===== config.mk =====
export PLATFORM = sky130hd
export DESIGN_NAME = instr_fetch_decode_flat
export DESIGN_NICKNAME = d
export VERILOG_FILES = /design/src/rtl/cpu_pkg.sv /design/src/rtl/instr_fetch_decode_if.sv /design/src/rtl/imem_ram.sv /design/src/rtl/instr_fetch_decode.sv /design/src/flat_wrapper.sv
export SDC_FILE = /design/constraint.sdc
export NUM_CORES = 1
export LEC_CHECK = 0
export ABC_CLOCK_PERIOD_IN_PS = 1800
export CELL_PAD_IN_SITES_DETAIL_PLACEMENT = 0
export CELL_PAD_IN_SITES_GLOBAL_PLACEMENT = 1
export CORE_MARGIN = 5
export CORE_UTILIZATION = 46
export CTS_CLUSTER_SIZE = 30
export DETAILED_ROUTE_END_ITERATION = 10
export PLACE_DENSITY = 0.81
export SYNTH_ARGS = -nofsm -noshare
export SYNTH_HDL_FRONTEND = slang
export SYNTH_HIERARCHICAL = 1
export SYNTH_SLANG_ARGS = --single-unit

===== constraint.sdc =====
create_clock -name clk -period 1.8 [get_ports clk]
set_clock_uncertainty 0.1 [all_clocks]
set_input_delay 0.36 -clock clk [delete_from_list [all_inputs] [get_ports clk]]
set_output_delay 0.36 -clock clk [all_outputs]
set_load 0.01 [all_outputs]

===== src/rtl/cpu_pkg.sv =====
// Shared encodings for the 8-bit MIPS-subset executor and its fetch/decode stage:
// opcode and func constants, instruction-format codes, fetch FSM states.
package cpu_pkg;

    localparam logic [5:0] OP_RTYPE = 6'h00;
    localparam logic [5:0] OP_J     = 6'h02;
    localparam logic [5:0] OP_JAL   = 6'h03;
    localparam logic [5:0] OP_BEQ   = 6'h04;
    localparam logic [5:0] OP_BNE   = 6'h05;
    localparam logic [5:0] OP_ADDIU = 6'h09;
    localparam logic [5:0] OP_LW    = 6'h23;

    localparam logic [5:0] F_JR     = 6'h08;
    localparam logic [5:0] F_ADDU   = 6'h21;
    localparam logic [5:0] F_SLT    = 6'h2A;

    typedef enum logic [1:0] {
        FMT_R   = 2'd0,
        FMT_I   = 2'd1,
        FMT_J   = 2'd2,
        FMT_BAD = 2'd3
    } fmt_e;

    typedef enum logic [1:0] {
        ST_IDLE   = 2'd0,
        ST_READ   = 2'd1,
        ST_DECODE = 2'd2,
        ST_OUT    = 2'd3
    } state_e;

    // Format class of an in-range instruction, from its opcode alone.
    function automatic fmt_e fmt_of(input logic [5:0] opcode);
        if (opcode == OP_RTYPE) begin
            return FMT_R;
        end else if (opcode == OP_J || opcode == OP_JAL) begin
            return FMT_J;
        end else begin
            return FMT_I;
        end
    endfunction

endpackage


===== src/rtl/instr_fetch_decode_if.sv =====
// PC request / decoded-field response bundle between the executor (master)
// and the fetch/decode stage (slave).
interface instr_fetch_decode_if #(
    parameter int PC_W = 8
);
    logic               req_valid;
    logic [PC_W-1:0]    req_pc;
    logic               req_ready;
    logic               out_valid;
    logic               out_ready;
    logic [31:0]        out_instr;
    cpu_pkg::fmt_e      out_fmt;
    logic [5:0]         out_opcode;
    logic [4:0]         out_rs;
    logic [4:0]         out_rt;
    logic [4:0]         out_rd;
    logic [4:0]         out_shamt;
    logic [5:0]         out_func;
    logic [15:0]        out_imm;
    logic [25:0]        out_target;
    logic [PC_W-1:0]    out_pc;
    logic               out_oor;

    modport master (
        output req_valid, req_pc, out_ready,
        input  req_ready, out_valid, out_instr, out_fmt, out_opcode, out_rs, out_rt,
               out_rd, out_shamt, out_func, out_imm, out_target, out_pc, out_oor
    );

    modport slave (
        input  req_valid, req_pc, out_ready,
        output req_ready, out_valid, out_instr, out_fmt, out_opcode, out_rs, out_rt,
               out_rd, out_shamt, out_func, out_imm, out_target, out_pc, out_oor
    );
endinterface


===== src/rtl/imem_ram.sv =====
// Instruction memory: one synchronous write port, one synchronous read-first
// read port. Contents are not reset so a loaded program survives rst_n.
module imem_ram #(
    parameter int DEPTH = 16,
    parameter int AW    = 4
) (
    input  logic           clk,
    input  logic           we,
    input  logic [AW-1:0]  waddr,
    input  logic [31:0]    wdata,
    input  logic           re,
    input  logic [AW-1:0]  raddr,
    output logic [31:0]    rdata
);
    logic [31:0] mem [DEPTH];
    logic [31:0] rdata_q;

    // Write and read in one block so a same-address access returns the old word.
    always_ff @(posedge clk) begin
        if (we) begin
            mem[waddr] <= wdata;
        end
        if (re) begin
            rdata_q <= mem[raddr];
        end
    end

    assign rdata = rdata_q;
endmodule


===== src/rtl/instr_fetch_decode.sv =====
// Fetch/decode stage: accepts a PC, reads the instruction memory, and presents
// the split instruction fields until the executor consumes them.
module instr_fetch_decode #(
    parameter int IMEM_DEPTH = 16,
    parameter int PC_W       = 8,
    parameter int AW         = 4
) (
    input  logic             clk,
    input  logic             rst_n,
    input  logic             ld_en,
    input  logic [AW-1:0]    ld_addr,
    input  logic [31:0]      ld_data,
    instr_fetch_decode_if.slave bus
);
    import cpu_pkg::*;

    localparam logic [PC_W-1:0] DEPTH_PC = PC_W'(IMEM_DEPTH);

    state_e            state_q,     state_d;
    logic [PC_W-1:0]   pc_q,        pc_d;
    logic              req_ready_q, req_ready_d;
    logic              out_valid_q, out_valid_d;
    logic [31:0]       instr_q,     instr_d;
    fmt_e              fmt_q,       fmt_d;
    logic              oor_q,       oor_d;
    logic [PC_W-1:0]   out_pc_q,    out_pc_d;

    logic [31:0]       rdata;
    logic              pc_oor;

    // A load strobe coinciding with reset is discarded.
    imem_ram #(.DEPTH(IMEM_DEPTH), .AW(AW)) u_imem (
        .clk   (clk),
        .we    (ld_en & rst_n),
        .waddr (ld_addr),
        .wdata (ld_data),
        .re    (state_q == ST_READ),
        .raddr (pc_q[AW-1:0]),
        .rdata (rdata)
    );

    // Full-width compare so PCs beyond the memory never alias onto low words.
    assign pc_oor = (pc_q >= DEPTH_PC);

    // Next-state and next-output computation for the fetch FSM.
    always_comb begin
        state_d     = state_q;
        pc_d        = pc_q;
        req_ready_d = req_ready_q;
        out_valid_d = out_valid_q;
        instr_d     = instr_q;
        fmt_d       = fmt_q;
        oor_d       = oor_q;
        out_pc_d    = out_pc_q;
        case (state_q)
            ST_IDLE: begin
                if (bus.req_valid) begin
                    pc_d        = bus.req_pc;
                    req_ready_d = 1'b0;
                    state_d     = ST_READ;
                end
            end
            ST_READ: begin
                state_d = ST_DECODE;
            end
            ST_DECODE: begin
                oor_d       = pc_oor;
                instr_d     = pc_oor ? 32'h0 : rdata;
                fmt_d       = pc_oor ? FMT_BAD : fmt_of(rdata[31:26]);
                out_pc_d    = pc_q;
                out_valid_d = 1'b1;
                state_d     = ST_OUT;
            end
            ST_OUT: begin
                if (bus.out_ready) begin
                    out_valid_d = 1'b0;
                    req_ready_d = 1'b1;
                    state_d     = ST_IDLE;
                end
            end
            default: begin
                state_d = ST_IDLE;
            end
        endcase
    end

    // FSM state, PC latch and registered outputs; reset aborts any transaction.
    always_ff @(posedge clk or negedge rst_n) begin
        if (!rst_n) begin
            state_q     <= ST_IDLE;
            pc_q        <= '0;
            req_ready_q <= 1'b1;
            out_valid_q <= 1'b0;
            instr_q     <= '0;
            fmt_q       <= FMT_R;
            oor_q       <= 1'b0;
            out_pc_q    <= '0;
        end else begin
            state_q     <= state_d;
            pc_q        <= pc_d;
            req_ready_q <= req_ready_d;
            out_valid_q <= out_valid_d;
            instr_q     <= instr_d;
            fmt_q       <= fmt_d;
            oor_q       <= oor_d;
            out_pc_q    <= out_pc_d;
        end
    end

    assign bus.req_ready  = req_ready_q;
    assign bus.out_valid  = out_valid_q;
    assign bus.out_instr  = instr_q;
    assign bus.out_fmt    = fmt_q;
    assign bus.out_opcode = instr_q[31:26];
    assign bus.out_rs     = instr_q[25:21];
    assign bus.out_rt     = instr_q[20:16];
    assign bus.out_rd     = instr_q[15:11];
    assign bus.out_shamt  = instr_q[10:6];
    assign bus.out_func   = instr_q[5:0];
    assign bus.out_imm    = instr_q[15:0];
    assign bus.out_target = instr_q[25:0];
    assign bus.out_pc     = out_pc_q;
    assign bus.out_oor    = oor_q;
endmodule


===== src/flat_wrapper.sv =====
// flat-port wrapper written by rule: the top's interface ports become plain ports
module instr_fetch_decode_flat import cpu_pkg::*;
#(
    parameter int IMEM_DEPTH = 16,
    parameter int PC_W       = 8,
    parameter int AW         = 4
)
  (clk, rst_n, ld_en, ld_addr, ld_data, bus_req_valid, bus_req_pc, bus_out_ready, bus_req_ready, bus_out_valid, bus_out_instr, bus_out_fmt, bus_out_opcode, bus_out_rs, bus_out_rt, bus_out_rd, bus_out_shamt, bus_out_func, bus_out_imm, bus_out_target, bus_out_pc, bus_out_oor);
  instr_fetch_decode_if #(.PC_W(PC_W)) bus_i ();
  input  logic clk;
  input  logic rst_n;
  input  logic ld_en;
  input  logic [AW-1:0] ld_addr;
  input  logic [31:0] ld_data;
  input wire logic [$bits(bus_i.req_valid)-1:0] bus_req_valid;
  input wire logic [$bits(bus_i.req_pc)-1:0] bus_req_pc;
  input wire logic [$bits(bus_i.out_ready)-1:0] bus_out_ready;
  output wire logic [$bits(bus_i.req_ready)-1:0] bus_req_ready;
  output wire logic [$bits(bus_i.out_valid)-1:0] bus_out_valid;
  output wire logic [$bits(bus_i.out_instr)-1:0] bus_out_instr;
  output wire logic [$bits(bus_i.out_fmt)-1:0] bus_out_fmt;
  output wire logic [$bits(bus_i.out_opcode)-1:0] bus_out_opcode;
  output wire logic [$bits(bus_i.out_rs)-1:0] bus_out_rs;
  output wire logic [$bits(bus_i.out_rt)-1:0] bus_out_rt;
  output wire logic [$bits(bus_i.out_rd)-1:0] bus_out_rd;
  output wire logic [$bits(bus_i.out_shamt)-1:0] bus_out_shamt;
  output wire logic [$bits(bus_i.out_func)-1:0] bus_out_func;
  output wire logic [$bits(bus_i.out_imm)-1:0] bus_out_imm;
  output wire logic [$bits(bus_i.out_target)-1:0] bus_out_target;
  output wire logic [$bits(bus_i.out_pc)-1:0] bus_out_pc;
  output wire logic [$bits(bus_i.out_oor)-1:0] bus_out_oor;
  assign bus_i.req_valid = bus_req_valid;
  assign bus_i.req_pc = bus_req_pc;
  assign bus_i.out_ready = bus_out_ready;
  assign bus_req_ready = bus_i.req_ready;
  assign bus_out_valid = bus_i.out_valid;
  assign bus_out_instr = bus_i.out_instr;
  assign bus_out_fmt = bus_i.out_fmt;
  assign bus_out_opcode = bus_i.out_opcode;
  assign bus_out_rs = bus_i.out_rs;
  assign bus_out_rt = bus_i.out_rt;
  assign bus_out_rd = bus_i.out_rd;
  assign bus_out_shamt = bus_i.out_shamt;
  assign bus_out_func = bus_i.out_func;
  assign bus_out_imm = bus_i.out_imm;
  assign bus_out_target = bus_i.out_target;
  assign bus_out_pc = bus_i.out_pc;
  assign bus_out_oor = bus_i.out_oor;
  instr_fetch_decode #(.IMEM_DEPTH(IMEM_DEPTH), .PC_W(PC_W), .AW(AW)) u_core (.clk(clk), .rst_n(rst_n), .ld_en(ld_en), .ld_addr(ld_addr), .ld_data(ld_data), .bus(bus_i));
endmodule

; ---- Yosys cells after proc, flatten, opt, wreduce, memory -nomap -nowiden
; Memory sizes are Yosys's and may differ from the RTL's. A register that Yosys moved wholly into a read port is not among the register bits.
; Index checks and enable logic that the tools add are counted.
[classes]
n_lt_le_gt_ge = 1
n_eq_ne = 7
muxes = 14
bitwise_logic = 1
reduce_logical = 9
[op_table]
columns = operator, n
row1 = 32-bit two-way mux, 1
row2 = 6-bit by 2-bit equality test with 1-bit output (second input constant), 2
row3 = 2-bit two-way mux, 5
row4 = 8-bit by 5-bit greater-or-equal comparator with 1-bit output (second input constant), 1
row5 = 2-bit case mux with 4 select lines, 1
row6 = 6-bit zero test, 1
row7 = 2-bit AND reduction, 3
row8 = 1-bit two-way mux, 5
row9 = 2-bit equality test (second input constant), 2
row10 = 2-bit != test (second input constant), 2
row11 = 1-bit case mux with 2 select lines, 2
row12 = 2-bit nonzero test, 2
row13 = 3-bit AND reduction, 1
row14 = 2-bit by 1-bit equality test with 1-bit output (second input constant), 1
row15 = 2-bit zero test, 1
row16 = 1-bit AND, 1
row17 = 1-bit logical OR, 1
[word_totals]
ff_bits = 55
ramBits = 512
word_cells = 41
mem_count = 1
[memory_table]
columns = memory, depth, word_bits, read_ports, rd_ports_with_merged_regs, write_ports, line
row1 = u_core.u_imem.mem, 16, 32, 1, 1, 1, imem_ram.sv:15  ; logic [31:0] mem [DEPTH];

; ---- Longest topological paths before layout
[logic_depth]
ltp_word = 5
depth_mapped = 6

; ---- Cells and area by module
; The synthesis kept the hierarchy.
[modules_own_cells]
columns = module, n_inst, cells_each, area_per_inst_um2, seq_area_each_um2
row1 = imem_ram, 1, 838, 20174.3, 16335.7
row2 = instr_fetch_decode, 1, 217, 2672.6, 1377.6

; ---- Worst setup path after synthesis
; No wires, ideal clock.
[synth_path]
path_type = in2reg
startpoint = in ld_en
endpoint = mem u_core.u_imem.mem[0][0], enable pin
setup_time_ns = 0.461
arrival_ns = 3.222
required_ns = 1.239
setup_slack_ns = -1.983
path_stages = 3
path_buffers = 0
cell_sequence = and2_1 > or3b_2 > nor3_1
[synth_between]
elab_chain_len = 3
[synth_rtl]
columns = element, line
row1 = start: declaration, flat_wrapper.sv:12  ; input logic ld_en;
row2 = 1-bit AND, instr_fetch_decode.sv:34  ; .we (ld_en & rst_n),
row3 = 1-bit two-way mux, imem_ram.sv:20  ; if (we) begin
row4 = 1-bit two-way mux (implied by the code), imem_ram.sv:21  ; mem[waddr] <= wdata;
row5 = end: declaration, imem_ram.sv:15
; Every way passes these cells.

==> impl_metrics.env <==
export IMPL_cp_data_required_time_ps=2050
export IMPL_pwr_share_seq_pct=39.9
export IMPL_crit_path_end_kind="register"
export IMPL_post_drt_wl_per_cell_um=25.8
export IMPL_design_core_area_mm2=0.0491
export IMPL_worstHoldPathCells=2
export IMPL_ys_seq_elements=599
export IMPL_dieArea_mm2=0.0542
export IMPL_initial_core_util_pct=46.6
export IMPL_p_sw_w=0.0123
export IMPL_layout_common_cells="edfxtp_1 (544), mux4_2 (128), clkbuf_16 (62), buf_4 (62), dlygate4sd2_1 (55)"
export IMPL_cts_clk_slew_worst_paths_ps=60
export IMPL_clock_sinks=599
export IMPL_relSlewSlack_pct=55.9
export IMPL_vdd_drop_max_mv=0.990
export IMPL_areaGrowthSynthToFinish_pct=25.0
export IMPL_drc=0
export IMPL_hpwl_um=29200
export IMPL_h_tree_depth=2
export IMPL_initialDrtViolationCount=1021
export IMPL_use_met3_pct=4.45
export IMPL_cts_buffer_depth=3
export IMPL_start_kind="register"
export IMPL_critical_path_class="register to register"
export IMPL_grt_busiest_layer="met2"
export IMPL_netlist_area_leader_share_pct=71.5
export IMPL_grt_use_met1_pct=25.7
export IMPL_cts_root_buffer_cell="clkbuf_16"
export IMPL_n_fill_cell=3536
export IMPL_grt_pass1_wl_um=77100
export IMPL_nNetsFinal=1350
export IMPL_switching_share_pct=28.4
export IMPL_synth_edf_count=544
export IMPL_cp_max_fo=6
export IMPL_grt_pass1_vias=12000
export IMPL_cts_tree="built"
export IMPL_pin_count=168
export IMPL_slew_viol_final=0
export IMPL_arrival_ps=2350
export IMPL_antenna_diode_count=0
export IMPL_final_min_clock_period_ps=2100
export IMPL_avgSynthCellArea_um2=21.7
export IMPL_io_buffers=167
export IMPL_synth_area_leaders="edfxtp_1 (72%), mux4_2 (13%), dfrtp_1 (5.9%)"
export IMPL_num_vias=11300
export IMPL_status="finished, violations left"
export IMPL_globalplace_congestion=0.730
export IMPL_ys_types=31
export IMPL_grt_setup_unrepaired="yes"
export IMPL_ys_flop_type="edfxtp_1"
export IMPL_synthesis_area_mm2=0.0228
export IMPL_worst_pin_slew_ps=659
export IMPL_antenna_found_initial=2
export IMPL_postSynth_asyncResetShare_pct=9.18
export IMPL_rr_worst_depth=6
export IMPL_overflow=0
export IMPL_final_common_cell="edfxtp_1"
export IMPL_setup_tns_ps=-7880
export IMPL_clk_latency_ps=610
export IMPL_violations="setup timing"
export IMPL_pwr_density_cell_mw_per_mm2=1510
export IMPL_grt_start_max_net_pins=35
export IMPL_die_h_um=233
export IMPL_cts_buffers=57
export IMPL_drt_pass1_iter_count=6
export IMPL_fin_util_pct=58.2
export IMPL_fmax_mhz=476
export IMPL_postSynthCellCount=1055
export IMPL_row_count=81
export IMPL_p_comb_share_pct=31.5
export IMPL_drive_gt1_share_pct=36.5
export IMPL_die_w_um=233
export IMPL_routed_wl_um=51800
export IMPL_yosysWarnings=6
export IMPL_grt_util_met2_pct=32.1
export IMPL_clock_power_share_pct=28.7
export IMPL_netlist_top_cell_by_area="edfxtp_1"
export IMPL_postRouteAntennaNets=0
export IMPL_hold_path_class="input pin to register"
export IMPL_yosysSeqAreaShare_pct=77.5
export IMPL_hold_viol_final=0
export IMPL_syn_nets=1109
export IMPL_setup_viol=32
export IMPL_power_leakage_nw=9.89
export IMPL_via_per_inst=5.62
export IMPL_grtUsageTotal_pct=19.2
export IMPL_drv_cap=0
export IMPL_timing_final_ws_setup_ps=-302
export IMPL_intPower_w=0.0309
export IMPL_period_share_pct=117
[what timing repair did]
| item | CTS | global route |
|---|---|---|
| gates cloned | 5 | 3 |
| buffers inserted | 37 | 13 |
| pin swaps | 15 | 13 |
| endpoints found under the hold margin | 20 | 0 |
| endpoints found under the setup margin | 151 | 74 |
| hold buffers | 1 | 0 |
| resized for setup | 292 | 47 |
[through the flow]
step / instance area (µm²) / std cells / hold WS (ps) / setup slack [ps] / power, W
finish: 28600 / 2009 / 287 / -302 / 0.0432
CTS: 28300 / 1996 / 259 / -302 / 0.0429
global route: 28600 / 2009 / 267 / -367 / 0.0451
global placement: 25900 / 1845 / 346 / -557 / 0.0293
floorplan: 23100 / 1055 / -35.6 / -492 / 0.0253
detailed placement: 25900 / 1845 / 352 / -568 / 0.0296
[power by group through the flow]
| stage | Clock, W | Combinational, W | Sequential [W] |
|---|---|---|---|
| global placement | 0 | 0.0118 | 0.0175 |
| global route | 0.0133 | 0.0145 | 0.0173 |
| CTS | 0.0126 | 0.0131 | 0.0172 |
| finish | 0.0124 | 0.0136 | 0.0172 |
| floorplan | 0 | 0.00782 | 0.0175 |
| detailed placement | 0 | 0.0120 | 0.0176 |
[worst max-delay path: stages, from the launching register on]
cell and delay [ps]:
dfrtp_4 470, buf_6 180, buf_12 150, buf_12 130, mux4_2 510, a22oi_2 220, nand2_1 80
[cells by family (layout without fill, tap and decap cells)]
family | Yosys count | count (layout) | share of synthesized area (%)
adders and majority gates | 5 | 5 | 0.274
buffers and inverters | 130 | 420 | 3.72
DFF | 599 | 599 | 77.5
AOI/OAI and AO/OA | 102 | 102 | 3.48
and+or+nand+nor | 72 | 72 | 1.46
muxes | 147 | 147 | 13.5
[routing by layer]
metal / share of wire, % / wire length, µm / vias up
met2: 51 / 26600 / 465
met3: 7.6 / 3950 / 73
met1: 39 / 20200 / 5975
met5: 0.052 / 27 / -
met4: 2.0 / 1010 / 4
li1: - / - / 4779
[registers in the layout, summed over array words and instances (netlist names)]
register / cells
u_core/bus.req_ready: 1
u_core/bus.out_fmt: 2
u_core/pc_q: 8
u_core/u_imem/mem: 512
u_core/state_q: 2
u_core/bus.out_instr: 32
u_core/bus.out_pc: 8
u_core/u_imem/rdata: 32
u_core/bus.out_oor: 1
u_core/bus.out_valid: 1
[final timing paths]
path / start / endpoint / slack (ps)
max: u_core/pc_q[0] / u_core/u_imem/rdata[23] / -300
max reg2reg: u_core/pc_q[0] / u_core/u_imem/rdata[23] / -300
max in group asynchronous: rst_n / u_core/bus.out_instr[13] / 170
min reg2reg: u_core/u_imem/rdata[6] / u_core/bus.out_instr[6] / 360
min in group asynchronous: rst_n / u_core/bus.out_instr[17] / 530
min: bus_req_pc[3] / u_core/pc_q[3] / 290
[synth_stat cells, drive strengths merged (2+ instances only)]
| cell type | instances |
|---|---|
| edfxtp | 544 |
| mux4 | 128 |
| buf | 103 |
| a22oi | 64 |
| dfrtp | 54 |
| nand2 | 35 |
| a22o | 32 |
| clkbuf | 21 |
| nor2 | 20 |
| mux2 | 17 |
| ha | 5 |
| inv | 5 |
| nor3 | 4 |
| a21oi | 3 |
| nand2b | 3 |
| and2 | 2 |
| mux2i | 2 |
| nand3b | 2 |
| nor2b | 2 |
| o22ai | 2 |
[layout make-up]
type / count / area, µm² / share of cell area [%]
clock inverters: 43 / 455 / 1.59
flip-flops and latches: 599 / 17700 / 62.1
inverters: 6 / 22.5 / 0.0789
well taps: 664 / 831 / 2.91
clock buffers: 65 / 1510 / 5.28
repair buffers: 306 / 3360 / 11.8
multi-input cells: 326 / 4650 / 16.3
(Power assumes the default switching activity.)
